$ cat src/rtl/rv32_pkg.sv
// Shared RV32I constants: data/address widths and the ABI register names.
package rv32_pkg;

   localparam int XLEN   = 32;
   localparam int REG_AW = 5;
   localparam int NREG   = 32;

   localparam logic [REG_AW-1:0] ZERO_REG = 5'd0;

   typedef logic [XLEN-1:0] xword_t;

   localparam logic [REG_AW-1:0] RA = 5'd1;
   localparam logic [REG_AW-1:0] SP = 5'd2;
   localparam logic [REG_AW-1:0] GP = 5'd3;
   localparam logic [REG_AW-1:0] TP = 5'd4;
   localparam logic [REG_AW-1:0] T0 = 5'd5;
   localparam logic [REG_AW-1:0] T1 = 5'd6;
   localparam logic [REG_AW-1:0] T2 = 5'd7;
   localparam logic [REG_AW-1:0] S0 = 5'd8;
   localparam logic [REG_AW-1:0] S1 = 5'd9;
   localparam logic [REG_AW-1:0] A0 = 5'd10;
   localparam logic [REG_AW-1:0] A1 = 5'd11;

endpackage

$ cat src/rtl/reg_read_port.sv
// One combinational read port: x0 forced to zero, optional write-through
// forwarding, and output gating while reset is asserted.
module reg_read_port
   import rv32_pkg::*;
#(
   parameter int XLEN   = 32,
   parameter int NREG   = 32,
   parameter int AW     = 5,
   parameter int BYPASS = 1
) (
   input  logic [NREG-1:0][XLEN-1:0] regs,
   input  logic [AW-1:0]             addr,
   input  logic                      rst_n,
   input  logic                      we,
   input  logic [AW-1:0]             rd_addr,
   input  logic [XLEN-1:0]           rd_wdata,
   output logic [XLEN-1:0]           data
);

   logic hit;

   always_comb begin
      hit  = (BYPASS != 0) && we && (rd_addr != AW'(ZERO_REG)) && (rd_addr == addr);
      data = '0;
      if (!rst_n || addr == AW'(ZERO_REG)) begin
         data = '0;
      end else if (hit) begin
         data = rd_wdata;
      end else begin
         data = regs[addr];
      end
   end

endmodule

$ cat src/rtl/reg_file.sv
// RV32I integer register file: 2 combinational reads, 1 synchronous write,
// x0 hardwired to zero, asynchronous active-low clear of every entry.
module reg_file
   import rv32_pkg::*;
#(
   parameter int XLEN   = 32,
   parameter int NREG   = 32,
   parameter int AW     = 5,
   parameter int BYPASS = 1
) (
   input  logic            clk,
   input  logic            rst_n,
   input  logic            we,
   input  logic [AW-1:0]   rs1_addr,
   input  logic [AW-1:0]   rs2_addr,
   input  logic [AW-1:0]   rd_addr,
   input  logic [XLEN-1:0] rd_wdata,
   output logic [XLEN-1:0] rs1_data,
   output logic [XLEN-1:0] rs2_data
);

   logic [NREG-1:0][XLEN-1:0] regs_reg;
   logic                      rst_done_reg;
   logic                      wr_en;
   logic [1:0][AW-1:0]        rs_addr;
   logic [1:0][XLEN-1:0]      rs_data;

   // The edge that releases reset never writes, even if rst_n and clk
   // change in the same instant; rst_done_reg only rises on that edge.
   always_ff @(posedge clk or negedge rst_n) begin
      if (!rst_n) begin
         rst_done_reg <= 1'b0;
      end else begin
         rst_done_reg <= 1'b1;
      end
   end

   assign wr_en = we && rst_done_reg && (rd_addr != AW'(ZERO_REG));

   // Entry 0 is cleared by reset and never written, so it stays zero.
   always_ff @(posedge clk or negedge rst_n) begin
      if (!rst_n) begin
         regs_reg <= '0;
      end else begin
         for (int i = 1; i < NREG; i++) begin
            if (wr_en && rd_addr == AW'(i)) begin
               regs_reg[i] <= rd_wdata;
            end
         end
      end
   end

   assign rs_addr[0] = rs1_addr;
   assign rs_addr[1] = rs2_addr;

   generate
      for (genvar gi = 0; gi < 2; gi++) begin : g_rd
         reg_read_port #(
            .XLEN   (XLEN),
            .NREG   (NREG),
            .AW     (AW),
            .BYPASS (BYPASS)
         ) u_port (
            .regs     (regs_reg),
            .addr     (rs_addr[gi]),
            .rst_n    (rst_n),
            .we       (we),
            .rd_addr  (rd_addr),
            .rd_wdata (rd_wdata),
            .data     (rs_data[gi])
         );
      end
   endgenerate

   assign rs1_data = rs_data[0];
   assign rs2_data = rs_data[1];

endmodule

$ cat config.mk
export PLATFORM = sky130hd
export DESIGN_NAME = reg_file
export DESIGN_NICKNAME = d
export VERILOG_FILES = /design/src/rtl/rv32_pkg.sv /design/src/rtl/reg_read_port.sv /design/src/rtl/reg_file.sv
export SDC_FILE = /design/constraint.sdc
export NUM_CORES = 2
export LEC_CHECK = 0
export CAP_MARGIN = 15
export CORE_ASPECT_RATIO = 1.2
export CORE_UTILIZATION = 57
export CTS_CLUSTER_DIAMETER = 150
export DETAILED_ROUTE_END_ITERATION = 12
export MAX_ROUTING_LAYER = met4
export PLACE_DENSITY = 0.77
export SLEW_MARGIN = 20
export SYNTH_ARGS = -nofsm -noshare
export SYNTH_HDL_FRONTEND = slang
export SYNTH_HIERARCHICAL = 1
export SYNTH_SLANG_ARGS = --single-unit
$ cat constraint.sdc
create_clock -name clk -period 7.6 [get_ports clk]
set_clock_uncertainty 0.1 [all_clocks]
set_input_delay 2.28 -clock clk [delete_from_list [all_inputs] [get_ports clk]]
set_output_delay 2.28 -clock clk [all_outputs]
set_load 0.005 [all_outputs]
==> metrics.cfg <==
[grt]
grt.busiest_layer=met2
grt_pass1_wl_um=243000
antenna_found_initial=7
grt_use_met3_pct=6.72
grtUsageMet2_pct=55.6
overflow=0
grt_max_degree=191
grtUsageMet1_pct=43.4
grt_pass1_vias=36856
gr-usage-all-layers_pct=35.1

[timing]
relSlewSlack_pct=17.2
tightestPinTransition_ns=1.23
slew_viol_final=0
final.setup.tns_ns=0
rsz0062_at_grt=no
fmax_mhz=134
period_needed_ns=7.45
period_share_pct=98.0
setup_violations=0
hold_violations=0

[placement]
hpwlAfterDp_um=99700
dpl_cell_area_um2=58300
gp_congestion=0.850
numPortBuffers=113

[clock_tree]
cts_sinks=993
cts.reportedPaths.clkPinSlew_ns=0.06
ctsLongestPathBuffers=3
numCtsBuffers=102
cts_hold_buf=0
cts.repair.resized=0
cts_tree=done
clkLatencyLatePin_ns=0.71
htreeDepth=3
cts_setup_buffers=0
clock-root-buffer=clkbuf_16

[layout]
area.growth.synth_to_final_pct=11.8
n_fill_cell=6583
design_area_um2=61800
final_layout_size_suffix_gt1_share_pct=52.0
nets=3709
largest_reg_flops=992

[route]
ant_nets=0
via_per_inst=7.04
first_pass_iters=5
wirelength_um=164000
vias=35259
post-route-drc-count=0
drtIter0Drc=3386
wl_per_cell_um=32.7

[yosys]
yosys_warnings=70
synth_area_per_cell_um2=15.5
ys_ff_latch=993
netlist_area_um2=55200
synthArstFlopShare_pct=100
synth_edf_count=0
synthCells=3555
seq_area_frac_synth_pct=45.0
synth_cell_types=47
synth_ff_type=dfrtp_1

[power_and_ir_drop]
p_int_uw=10500
power.leakage_uw=0.0279
power_uw=14300
swShare_pct=26.8
p_per_area_nw_per_um2=231
ir_worst_vdd_uv=239
clkPwrFrac_pct=36.2
pwr-share-seq_pct=45.3
netSwitchingPower_uw=3820
p_comb_share_pct=18.4

[floorplanning]
die_area_um2=98200
core_um2=95700
ios=114
die_h_um=343
die_w_um=286
fp-row-count=124
initial_utilization_pct=57.7

[hold_path]
holdCritPathClass=reg -> reg
hp-start=regs_reg[1005]

[worst_setup_path]
cp-end-kind=output port
critPathRequiredTime_ns=5.22
cp.arrival_ns=5.07
r2r_end=regs_reg[711]
r2r_setup_slack_ns=4.57
rr_worst_depth=3
start_kind=input port
worst-path-max-fanout=16
crit_type=in -> out
crit_path_end=rs1_data[9]
crit_start=rs1_addr[4]
reg2reg_from=rst_done_reg

[job]
cap_viol_max_count=0

[status]
status=complete, no violations

metal layers:
metal | share of wire [%] | up-vias
li1 | - | 14014
met1 | 37 | 19064
met2 | 49 | 1713
met3 | 8.3 | 468
met4 | 5.2 | 0
met5 | 0 | -
metrics by stage:
step | setup WS, ns | utilization, % | instances | hold WS (ns)
after floorplan | 1.57 | - | 3618 | 0.370
after global placement | 0.238 | 60.9 | 4814 | 0.379
after detailed placement | 0.229 | 60.9 | 4814 | 0.396
after CTS | 0.219 | 64.5 | 5004 | 0.410
after global routing | 0.0728 | 64.5 | 5011 | 0.430
final | 0.154 | 64.5 | 5011 | 0.406
layout make-up:
type	instances	area (µm²)	area share [%]
Multi-Input combinational cell	2228	28500	46.2
Clock inverter	38	448	0.725
Antenna cell	6	15.0	0.0243
Tap cell	1260	1580	2.55
Inverter	5	18.8	0.0304
Clock buffer	152	2990	4.84
Timing Repair Buffer	329	3330	5.38
Sequential cell	993	24800	40.2
placed cells by master (no fill, tap or decap), types with 58 or more instances in the layout:
cell,instances
nor3_2,58
o22ai_1,178
mux4_2,478
buf_4,175
mux2_2,902
dfrtp_1,993
conb_1,65
clkdlybuf4s50_1,104
mux2_4,60
nor2_1,136
clkbuf_16,102
mux2i_1,188
cells by family (layout without fill, tap and decap cells):
logic type,Yosys count,in the layout,share of synthesized area [%]
AO/OA/AOI/OAI,198,198,2.57
XOR/XNOR,8,8,0.127
buffers and inverters,397,524,4.17
flip-flops,993,993,45.0
multiplexers,1694,1694,45.2
other,2,71,0.0136
AND/OR/NAND/NOR,263,263,2.91
cells in the mapped netlist, types with 4 or more instances:
library cell    n  area (µm²)
xnor2_1         8        70.1
inv_1           4        15.0
dfrtp_1       993       24800
nand3_1         9        45.0
buf_4          74         556
o31ai_4         4        85.1
buf_8           4        60.1
mux2i_1       188        1880
nand2b_1        4        25.0
buf_6          33         372
mux2_4         60         901
clkbuf_4        8        60.1
buf_2         143         716
o22ai_1       178        1110
o22ai_2        10         125
nor2b_1         4        25.0
nand2_1         6        22.5
mux4_2        478       10800
mux4_1         36         946
mux2_1         30         338
nor4_2          6        75.1
nand4_1         8        50.1
mux2_2        902       10200
nor2_1        136         510
clkbuf_1      128         480
nor3_1          4        20.0
nor3_2         62         621
worst min-delay path by stage:
stage	end	slack, ns	depth (start not counted)
floorplan	regs_reg[455]	0.37	1
global placement	regs_reg[994]	0.38	1
detailed placement	regs_reg[1005]	0.40	1
CTS	regs_reg[1005]	0.41	1
global route	regs_reg[422]	0.43	1
finish	regs_reg[1005]	0.41	1
worst max-delay path, stage by stage:
cell and delay (ns):
clkdlybuf4s50_1 0.68, nor2_1 0.33, a21oi_4 0.12, or3_2 0.55, buf_12 0.19, o22ai_1 0.20, nor3_2 0.08, buf_4 0.17
clkdlybuf4s50_1 0.43
power by group through the flow:
stage	Sequential (µW)	Clock (µW)	Combinational [µW]
after floorplan	6380	0	1940
after global placement	6480	0	2560
after detailed placement	6540	0	2620
after CTS	6450	5220	2640
after global routing	6560	5410	2800
final	6480	5180	2640
No activity file was read; power rests on OpenSTA's default activity.
